<file path="src/rtl/and_arb_pkg.sv">
// Shared types and constants for the AND-gated capture register arbiter.
package and_arb_pkg;

    typedef enum logic {
        IDLE = 1'b0,
        HOLD = 1'b1
    } state_t;

    localparam int CNT_W       = 8;
    localparam int NUM_REQ_DEF = 4;
    localparam int ID_W        = $clog2(NUM_REQ_DEF);

endpackage

</file>
<file path="src/rtl/and_reg_arbiter_rr_pick.sv">
// Combinational round-robin picker: first set req bit at or above ptr, wrapping.
module rr_pick #(
    parameter int NUM_REQ = 4,
    parameter int ID_W    = $clog2(NUM_REQ)
) (
    input  logic [NUM_REQ-1:0] req,
    input  logic [ID_W-1:0]    ptr,
    output logic               any,
    output logic [ID_W-1:0]    winner,
    output logic [NUM_REQ-1:0] onehot
);

    logic [NUM_REQ-1:0]   keep;
    logic [2*NUM_REQ-1:0] dbl;
    logic                 found;

    // Lower copy masked below ptr; the unmasked upper copy supplies the wrap-around.
    always_comb begin
        keep   = ~((NUM_REQ'(1) << ptr) - NUM_REQ'(1));
        dbl    = {req, req & keep};
        found  = 1'b0;
        winner = '0;
        for (int i = 0; i < 2 * NUM_REQ; i++) begin
            if (!found && dbl[i]) begin
                found  = 1'b1;
                winner = ID_W'(i % NUM_REQ);
            end
        end
        any    = |req;
        onehot = any ? (NUM_REQ'(1) << winner) : '0;
    end

endmodule

</file>
<file path="src/rtl/and_reg_arbiter.sv">
// Round-robin arbiter sharing one registered AND (q <= a & b) among NUM_REQ sources.
module and_reg_arbiter
    import and_arb_pkg::*;
#(
    parameter int NUM_REQ     = 4,
    parameter int WIDTH       = 8,
    parameter int HOLD_CYCLES = 2
) (
    input  logic                       clk,
    input  logic                       rst,
    input  logic                       flush,
    input  logic [NUM_REQ-1:0]         req,
    input  logic [NUM_REQ*WIDTH-1:0]   a_in,
    input  logic [NUM_REQ*WIDTH-1:0]   b_in,
    output logic [NUM_REQ-1:0]         gnt,
    output logic [WIDTH-1:0]           q,
    output logic                       q_valid,
    output logic [$clog2(NUM_REQ)-1:0] q_owner,
    output logic                       busy
);

    localparam int IDW = $clog2(NUM_REQ);

    state_t           state, state_nxt;
    logic [CNT_W-1:0] cnt;
    logic [IDW-1:0]   ptr;
    logic             any;
    logic [IDW-1:0]   winner;
    logic [NUM_REQ-1:0] onehot;
    logic             capture;

    rr_pick #(.NUM_REQ(NUM_REQ), .ID_W(IDW)) u_pick (
        .req    (req),
        .ptr    (ptr),
        .any    (any),
        .winner (winner),
        .onehot (onehot)
    );

    always_ff @(posedge clk or posedge rst) begin
        if (rst) state <= IDLE;
        else     state <= state_nxt;
    end

    always_comb begin
        state_nxt = state;
        capture   = 1'b0;
        case (state)
            IDLE: if (any) begin
                capture   = 1'b1;
                state_nxt = HOLD;
            end
            HOLD: if (cnt == '0) begin
                if (any) capture   = 1'b1;
                else     state_nxt = IDLE;
            end
            default: state_nxt = IDLE;
        endcase
        // Flush wins over a capture on the same edge.
        if (flush) begin
            capture   = 1'b0;
            state_nxt = IDLE;
        end
    end

    always_ff @(posedge clk or posedge rst) begin
        if (rst) begin
            gnt     <= '0;
            q       <= '0;
            q_valid <= 1'b0;
            q_owner <= '0;
            cnt     <= '0;
            ptr     <= '0;
        end else begin
            gnt <= '0;
            if (flush) begin
                q_valid <= 1'b0;
                cnt     <= '0;
            end else if (capture) begin
                q       <= a_in[winner*WIDTH +: WIDTH] & b_in[winner*WIDTH +: WIDTH];
                q_owner <= winner;
                gnt     <= onehot;
                q_valid <= 1'b1;
                cnt     <= CNT_W'(HOLD_CYCLES - 1);
                ptr     <= (winner == IDW'(NUM_REQ - 1)) ? '0 : winner + IDW'(1);
            end else if (state == HOLD) begin
                if (cnt != '0) cnt     <= cnt - CNT_W'(1);
                else           q_valid <= 1'b0;
            end
        end
    end

    assign busy = (state == HOLD);

endmodule

</file>
<file path="config.mk">
export PLATFORM = sky130hd
export DESIGN_NAME = and_reg_arbiter
export DESIGN_NICKNAME = d
export VERILOG_FILES = /design/src/rtl/and_arb_pkg.sv /design/src/rtl/and_reg_arbiter_rr_pick.sv /design/src/rtl/and_reg_arbiter.sv
export SDC_FILE = /design/constraint.sdc
export NUM_CORES = 1
export LEC_CHECK = 0
export BUFFER_PORTS_ARGS = -buffer_cell sky130_fd_sc_hd__clkbuf_2
export CORE_MARGIN = 2
export CORE_UTILIZATION = 45
export DETAILED_ROUTE_END_ITERATION = 7
export PLACE_DENSITY_LB_ADDON = 0.2
export SLEW_MARGIN = 30
export SYNTH_ARGS = -nofsm -noshare
export SYNTH_HDL_FRONTEND = slang
export SYNTH_HIERARCHICAL = 1
export SYNTH_SLANG_ARGS = --single-unit
</file>
<file path="constraint.sdc">
create_clock -name clk -period 2.55 [get_ports clk]
set_input_delay 0 -clock clk [delete_from_list [all_inputs] [get_ports clk]]
set_output_delay 0 -clock clk [all_outputs]
set_load 0.01 [all_outputs]
</file>
# [Yosys cells after proc, flatten, opt, wreduce, memory -nomap -nowiden]
# Cells that the tools add are included.
[totals] register_bits=26 in_bits=71 out_inout_bits=16 elab_cells=76
[op_classes] add_sub_neg=3 eq_ne=2 shift=4 muxes=33 bitwise=5 n_reduce_logical=22
[op_table] op="$shiftx 32x6->8" count=2
[op_table] op="$mux 8" count=4
[op_table] op="$mux 1" count=17
[op_table] op="$mux 2" count=7
[op_table] op="$mux 4" count=3
[op_table] op="$and 8x8->8" count=1
[op_table] op="$logic_not 8->1" count=1
[op_table] op="$reduce_bool 8->1" count=1
[op_table] op="$shl 1x2->4 const A" count=2
[op_table] op="$sub 8x1->8 const B" count=1
[op_table] op="$logic_and 1x1->1" count=7
[op_table] op="$logic_not 1->1" count=7
[op_table] op="$reduce_and 2->1" count=3
[op_table] op="$reduce_bool 3->1" count=2
[op_table] op="$and 4x4->4" count=1
[op_table] op="$not 4->4" count=1
[op_table] op="$pmux 1 s2" count=2
[op_table] op="$reduce_or 4->1" count=1
[op_table] op="$sub 4x2->4 const B" count=1
[op_table] op="$ne 3x3->1 const B" count=1
[op_table] op="$add 2x1->2 const B" count=1
[op_table] op="$eq 2x2->1 const B" count=1
[op_table] op="$not 1->1" count=2

# [Depth between registers and ports, before layout]
# Gate-level depths: netlist of run 1.
[logic_depth] depth_word=30 mapped_depth=10 ltp_nobuf=7

# [By module]
# The synthesis of run 1 kept the hierarchy.
[by_module_without_submodules] mod="and_reg_arbiter" instances=1 cells_each=169 area_per_inst_um2=1461.4 seq_area_each_um2=650.6
[by_module_without_submodules] mod="rr_pick" instances=1 cells_each=32 area_per_inst_um2=201.4 seq_area_each_um2=0.0

# [Least setup slack after synthesis of run 1]
# Ideal clock, no wire load.
[synth_path] path_type="reg2reg" from="register ptr[1]" to="register q[5]" setup_time_ps=83 arrival_ps=1907 required_ps=2467 path_slack_ps=561 path_stages_with_launch=11 n_path_buf=3 period_less_slack_ps=1989 path_cell_list="dfrtp_1 buf_6 mux2i_1 nor2_1 a311oi_1 clkbuf_1 clkbuf_1 nand3_1 o211ai_1 o21ai_0 o21ai_0"
[synth_via] elab_chain_cells=28 elab_cells_between_ends=35 cone_classes="1 x add/sub; 3 x shift; 14 x mux; 3 x bitwise; 14 x reduce/logical"
[synth_rtl] element="start: declaration" line="and_reg_arbiter.sv:26" rtl="logic [IDW-1:0] ptr;"
[synth_rtl] element="start signal: assignment" line="and_reg_arbiter.sv:85" rtl="ptr <= (winner == IDW'(NUM_REQ - 1)) ? '0 : winner + IDW'(1);"
[synth_rtl] element="$shl 1x2->4 *" line="and_reg_arbiter_rr_pick.sv:19" rtl="keep = ~((NUM_REQ'(1) << ptr) - NUM_REQ'(1));"
[synth_rtl] element="$sub 4x2->4 *" line="and_reg_arbiter_rr_pick.sv:19"
[synth_rtl] element="$not 4->4 *" line="and_reg_arbiter_rr_pick.sv:19"
[synth_rtl] element="$and 4x4->4 *" line="and_reg_arbiter_rr_pick.sv:20" rtl="dbl = {req, req & keep};"
[synth_rtl] element="$mux 1" line="and_reg_arbiter_rr_pick.sv:24" rtl="if (!found && dbl[i]) begin"
[synth_rtl] element="$logic_not 1->1" line="and_reg_arbiter_rr_pick.sv:24"
[synth_rtl] element="$logic_and 1x1->1" line="and_reg_arbiter_rr_pick.sv:24"
[synth_rtl] element="$mux 1" line="and_reg_arbiter_rr_pick.sv:24"
[synth_rtl] element="[13 not listed]"
[synth_rtl] element="$logic_and 1x1->1" line="and_reg_arbiter_rr_pick.sv:24"
[synth_rtl] element="$mux 1" line="and_reg_arbiter_rr_pick.sv:24"
[synth_rtl] element="$logic_not 1->1" line="and_reg_arbiter_rr_pick.sv:24"
[synth_rtl] element="$logic_and 1x1->1" line="and_reg_arbiter_rr_pick.sv:24"
[synth_rtl] element="$mux 2 *" line="and_reg_arbiter_rr_pick.sv:24"
[synth_rtl] element="named net winner[0]" line="and_reg_arbiter.sv:28" rtl="logic [IDW-1:0] winner;"
[synth_rtl] element="$shiftx 32x6->8" line="and_reg_arbiter.sv:80" rtl="q <= a_in[winner*WIDTH +: WIDTH] & b_in[winner*WIDTH +: WIDTH];"
[synth_rtl] element="$and 8x8->8 *" line="and_reg_arbiter.sv:80"
[synth_rtl] element="end signal: assignment" line="and_reg_arbiter.sv:80"
[synth_rtl] element="end: declaration" line="and_reg_arbiter.sv:16" rtl="output logic [WIDTH-1:0] q,"
# Mark *: on every way through the listed nets, which the timed path passes. The rest lies on a longest branch.
# A chain may end at the register's enable or synchronous reset.

# [Worst setup path after layout of run 1]
[layout_path] from="register cnt[0]" to="register q_owner[0]"
[layout_via] elab_chain_cells=5
[layout_rtl] element="start: declaration" line="and_reg_arbiter.sv:25" rtl="logic [CNT_W-1:0] cnt;"
[layout_rtl] element="start signal: assignment" line="and_reg_arbiter.sv:84" rtl="cnt <= CNT_W'(HOLD_CYCLES - 1);"
[layout_rtl] element="start signal: assignment" line="and_reg_arbiter.sv:87" rtl="if (cnt != '0) cnt <= cnt - CNT_W'(1);"
[layout_rtl] element="$logic_not 8->1" line="and_reg_arbiter.sv:53" rtl="HOLD: if (cnt == '0) begin"
[layout_rtl] element="$mux 1" line="and_reg_arbiter.sv:53"
[layout_rtl] element="$pmux 1 s2" line="and_reg_arbiter.sv:48" rtl="case (state)"
[layout_rtl] element="$mux 1" line="and_reg_arbiter.sv:60" rtl="if (flush) begin"
[layout_rtl] element="$reduce_and 2->1 (no line)"
[layout_rtl] element="end signal: assignment" line="and_reg_arbiter.sv:81" rtl="q_owner <= winner;"
[layout_rtl] element="end: declaration" line="and_reg_arbiter.sv:18" rtl="output logic [$clog2(NUM_REQ)-1:0] q_owner,"
# No other way between the ends.

==> impl_metrics.yaml, run 1 <==
global_routing:
  grt.total_usage_pct: 19.6
  antenna_found_initial: 0
  grt_max_degree: 36
  grt_pass1_vias: 1584
  grt_first_pass_wirelength_um: 6540
  overflow: 0
timing:
  hold_viol_final: 0
  setup_viol: 0
  min_period_ns: 2.30
  relSlewSlack_pct: 63.3
  finalClockSkew_ns: 0.00142
  finalSetupTns_ns: 0
  drv_slew: 0
  fmax_mhz: 436
  fin_crit_sh_pct: 90.0
  rsz0062_at_grt: "no"
  worstMarginPinSlew_ns: 0.551
floorplan:
  die_width_um: 64.8
  core_area_um2: 3610
  num_io_pins: 87
  initial_utilization_pct: 46.1
  die-height_um: 64.8
  die_area_um2: 4200
  row_count: 22
synth:
  muxShareOfSynthArea_pct: 2.63
  synth_top_cells_by_area: "dfrtp_1, o21ai_0, nand3_1"
  synth_xor_area_share_pct: 1.05
  synth_fp_nets: 275
  syn-cell-area_um2: 1660
  synth-adder-area-share_pct: 2.26
  synth_compound_area_share_pct: 26.6
  synth-simple-area-share_pct: 21.8
  synth_top_family_by_area: "compound AO/OA/AOI/OAI gates"
  synth.yosys.seq_area_share_pct: 39.1
  synth.avg_cell_area_um2: 8.27
  yosysTopAreaCellShare_pct: 39.1
  synthArstFlopShare_pct: 100
  synth.largest_area_cell: "dfrtp_1"
  synth_edf_count: 0
  ys_ff_latch: 26
  synth_flop_cell: "dfrtp_1"
  synth_warnings: 6
  synth_cell_types: 41
  syn_inst: 201
clocking:
  cts.clk_slew.worst_paths_ns: 0.08
  cts_resized: 0
  cts_sinks: 26
  numCtsBuffers: 3
  clock_path_buffers: 2
  cts_tree: "yes"
  htree_levels: 1
  root_buffer: "clkbuf_8"
  clk_latency_ns: 0.27
  post_cts_buffers: 0
  hold_buffers: 2
status:
  status: "completed"
layout:
  syn_to_final_growth_pct: 32.3
  drive_gt1_share_pct: 37.9
  antenna_cells: 0
  final_common_cell: "clkbuf_2"
  final_cell_mix: "clkbuf_2, o21ai_0, dfrtp_1, nand2_1, nand3_1"
  design_area_um2: 2200
  finalNetCount: 355
placed_design:
  port_buffers: 86
  place_area_um2: 2120
  routabilityCongestion: 0.798
  place_hpwl_um: 3050
detailed_routing:
  num_vias: 1673
  drtIter0Drc: 51
  detail-route-antenna-nets: 0
  wire_per_inst_um: 11.8
  routed_via_density: 5.10
  drc: 0
  drt_pass1_iterations: 4
  drt_wl_total_um: 3890
power_and_ir_drop:
  total_leakage_power_nw: 1.09
  p_sw_w: 0.000883
  power_density_nw_per_um2: 973
  p_sw_share_pct: 41.3
  ir_drop_uv: 285
  combPwrFrac_pct: 52.7
  p_int_w: 0.00126
  clkPwrFrac_pct: 12.1
  seqPwrFrac_pct: 35.2
worst_hold_path:
  hold_class: "in2reg"
flow_run:
  drv_cap: 0
worst_setup_path:
  cp.required_ns: 2.71
  crit_path_max_fanout: 16
  r2r_slack_ns: 0.25
  startpoint_type: "flip-flop"
  cp-end-kind: "flip-flop"
  arrival_ns: 2.46
  critical_path_class: "reg2reg"
## flip-flops by register name, summed over array words and instances, names as in the netlist
| signal | cells |
|---|---|
| cnt | 8 |
| gnt | 4 |
| q_valid | 1 |
| ptr | 2 |
| q | 8 |
| q_owner | 2 |
| busy | 1 |
## cell families (layout without fill, tap and decap cells)
logic type,count (synthesis),count (layout)
DFF,26,26
adders and majority gates,3,3
muxes,4,4
buffers and inverters,25,104
AOI/OAI and AO/OA,70,70
and+or+nand+nor,71,71
xor gates and xnor gates,2,2
## synthesized netlist by cell type (2+ instances only)
library cell and count:
nand2_1 19, o21ai_0 37, nand3_1 17, nor3b_1 2
clkbuf_2 3, o2bb2ai_1 2, inv_1 11, o221a_2 2
or3b_2 2, or4_4 2, and2_1 3, ha_1 3
a221o_1 3, nor2_1 12, a22o_1 3, clkbuf_1 8
a21oi_1 6, dfrtp_1 26, nor3_1 6, mux2_2 3
nand2b_1 3, buf_2 2, o211ai_1 8
## power by group through the flow
stage / Combinational, W / Sequential (W) / Clock [W]
after floorplan: 0.000827 / 0.000751 / 0
final: 0.00113 / 0.000752 / 0.000259
after global routing: 0.00129 / 0.000781 / 0.000284
after CTS: 0.00114 / 0.000753 / 0.000270
after global placement: 0.00111 / 0.000754 / 0
after detailed placement: 0.00114 / 0.000763 / 0
## per-stage QoR
| step | instances | util [%] | hold slack [ns] | power [W] | worst slack (ns) |
|---|---|---|---|---|---|
| after floorplan | 201 | - | 0.0400 | 0.00158 | 0.561 |
| after global placement | 322 | 58.9 | 0.243 | 0.00186 | 0.341 |
| after detailed placement | 322 | 58.9 | 0.241 | 0.00190 | 0.267 |
| after CTS | 328 | 61.0 | 0.0664 | 0.00216 | 0.261 |
| after global routing | 328 | 61.0 | 0.0952 | 0.00236 | 0.00442 |
| final | 328 | 61.0 | 0.0811 | 0.00214 | 0.255 |
## path summary, 6_finish.rpt
check / startpoint / end / cells after the start
worst min-delay path: req[3] / gnt[3] / 4
worst min register to register: q_owner[0] / q_owner[0] / 1
worst max register to register: cnt[0] / q_owner[0] / 6
worst max-delay path: cnt[0] / q_owner[0] / 6
max in group asynchronous: rst / q[6] / 3
min in group asynchronous: rst / gnt[2] / 3
## worst max-delay path: stages, from the launching register on
cell	delay (ns)
dfrtp_1	0.43
inv_1	0.10
ha_1	0.14
or3b_2	0.48
o21ai_0	0.29
nand2b_1	0.38
mux2_2	0.38
## final cells by class
| type | instances | area [um2] |
|---|---|---|
| Multi-Input combinational cell | 150 | 922 |
| Timing Repair Buffer | 89 | 470 |
| Fill cell | 342 | 1410 |
| Sequential cell | 26 | 651 |
| Tap cell | 48 | 60.1 |
| Clock buffer | 4 | 55.1 |
| Inverter | 11 | 41.3 |
## layer usage
metal | part of all wire [%] | up-vias | wire [um] | GRT usage (%)
met4 | 1.3 | 0 | 52 | 7.18
met5 | 0 | - | 0 | 0
li1 | - | 880 | - | -
met1 | 44 | 723 | 1710 | 23.4
met3 | 6.2 | 4 | 240 | 2.60
met2 | 49 | 66 | 1890 | 35.7
Power figures use the tool's default switching activity.
==> run 2: changes to the inputs <==
==> constraint.sdc (replaced) <==
create_clock -name clk -period 2.6 [get_ports clk]
set_input_delay 0 -clock clk [delete_from_list [all_inputs] [get_ports clk]]
set_output_delay 0 -clock clk [all_outputs]
set_load 0.01 [all_outputs]
==> run 2 against run 1 <==
Register-to-register slack improved by 0.05 ns; power decreased by 2.6%; sequential share of layout area increased by 0.17 points; clock power about the same; non-clock buffer count unchanged; sequential cell count unchanged; sequential power decreased by 2%; final area decreased by 0.57%; critical endpoint unchanged; worst setup slack improved by 0.055 ns; fmax increased by 0.21%; routed wire length about the same; cell count unchanged.
==> impl_metrics.yaml, run 2 (synthesis gave the netlist of run 1 again) <==
floorplan:
  num_io_pins: 87
  initial_utilization_pct: 46.1
  core_area_um2: 3610
  die-height_um: 64.8
  die_width_um: 64.8
  row_count: 22
  die_area_um2: 4200
layout:
  syn_to_final_growth_pct: 31.5
  ff_latch_area_um2: 651
  reg_top3: "cnt (8), q (8), gnt (4)"
  final_common_cell: "clkbuf_2"
  fill_cells: 360
  design_area_um2: 2190
  multi_input_area_um2: 922
  postLayoutCoreUtil_pct: 60.7
  drive_gt1_share_pct: 37.9
  finalNetCount: 355
  final_cell_mix: "clkbuf_2, o21ai_0, dfrtp_1, nand2_1, nand3_1"
  antenna_cells: 0
worst_setup_path:
  startpoint_type: "flip-flop"
  cp.required_ns: 2.76
  critical_path_class: "reg2reg"
  cp_cell_sequence: "inv_1 > ha_1 > or3b_2 > o21ai_0 > nand2b_1 > mux2_2"
  crit_buf_inv: 1
  crit_family: "simple AND/OR/NAND/NOR gates"
  crit_path_max_fanout: 16
  critPathSlowestCell: "or3b_2"
  cp-end-kind: "flip-flop"
  arrival_ns: 2.45
  cpPeakStageDelay_ns: 0.47
global_routing:
  grt.total_usage_pct: 20.1
  grt_first_pass_wirelength_um: 6690
  antenna_found_initial: 0
  grt_max_degree: 36
  overflow: 0
  grt_pass1_vias: 1602
clocking:
  htree_levels: 1
  cts_sinks: 26
  clk_latency_ns: 0.27
  root_buffer: "clkbuf_8"
  clock_path_buffers: 2
  cts.clk_slew.worst_paths_ns: 0.09
  post_cts_buffers: 0
  numCtsBuffers: 3
  cts_tree: "yes"
timing:
  fin_crit_sh_pct: 88.1
  relSlewSlack_pct: 63.4
  fmax_mhz: 437
  worstMarginPinSlew_ns: 0.549
  finalSetupTns_ns: 0
  min_period_ns: 2.29
  setup_viol: 0
  drv_slew: 0
  rsz0062_at_grt: "no"
  finalClockSkew_ns: 0.00156
  hold_viol_final: 0
detailed_routing:
  drtIter0Drc: 60
  detail-route-antenna-nets: 0
  drt_wl_total_um: 3890
  wire_per_inst_um: 11.8
  num_vias: 1721
  drc: 0
  drt_pass1_iterations: 4
  routed_via_density: 5.25
worst_hold_path:
  hold_class: "in2reg"
power_and_ir_drop:
  total_leakage_power_nw: 1.09
  total_power_w: 0.00208
  ir_drop_uv: 308
  power_density_nw_per_um2: 953
placed_design:
  place_hpwl_um: 3140
  port_buffers: 86
  place_area_um2: 2110
  routabilityCongestion: 0.794
status:
  status: "completed"
flow_run:
  drv_cap: 0
-- run 2: worst paths after layout --
check | slack (ns) | startpoint | cells after the start | to
max | 0.31 | cnt[0] | 6 | q_owner[0]
min in group asynchronous | 0.29 | rst | 3 | gnt[1]
max reg2reg | 0.31 | cnt[0] | 6 | q_owner[0]
min reg2reg | 0.53 | q[5] | 2 | q[5]
max in group asynchronous | 1.96 | rst | 3 | cnt[5]
min | 0.07 | req[3] | 4 | gnt[3]
-- run 2: final cells by class --
cell class | instances | share of cell area, %
tap | 48 | 2.75
multi-input combinational | 150 | 42.2
clock buffer | 4 | 2.52
sequential | 26 | 29.7
timing repair buffer | 89 | 20.9
inverter | 11 | 1.89
-- run 2: report_power, final --
part	switching (W)	leakage, nW	internal (W)
logic	0.000576	0.723	0.000509
registers	0.000168	0.336	0.000572
clock network	0.000124	0.0288	0.000135
-- run 2: tightest hold or removal path, stage by stage --
cell and delay [ns]:
clkbuf_2 0.12, o221a_2 0.12, inv_1 0.04, nor2_1 0.03
-- run 2: layer usage --
metal,vias to the layer above,track usage (%),part of all wire (%)
li1,884,-,-
met1,769,23.7,43
met2,63,37.6,49
met3,5,2.78,6.0
met4,0,5.59,1.3
met5,-,0,0
-- run 2: through the flow --
| stage | cells | setup WS, ns | hold slack, ns |
|---|---|---|---|
| CTS | 328 | 0.298 | 0.0701 |
| detailed placement | 322 | 0.305 | 0.253 |
| floorplan | 201 | 0.611 | 0.0400 |
| finish | 328 | 0.309 | 0.0738 |
| global route | 328 | 0.0525 | 0.0972 |
| global placement | 322 | 0.390 | 0.242 |
-- run 2: repair_timing --
item / in CTS / in global routing
hold buffers: 2 / 0
hold endpoints to repair: 28 / 0
gates resized for setup: 0 / 0
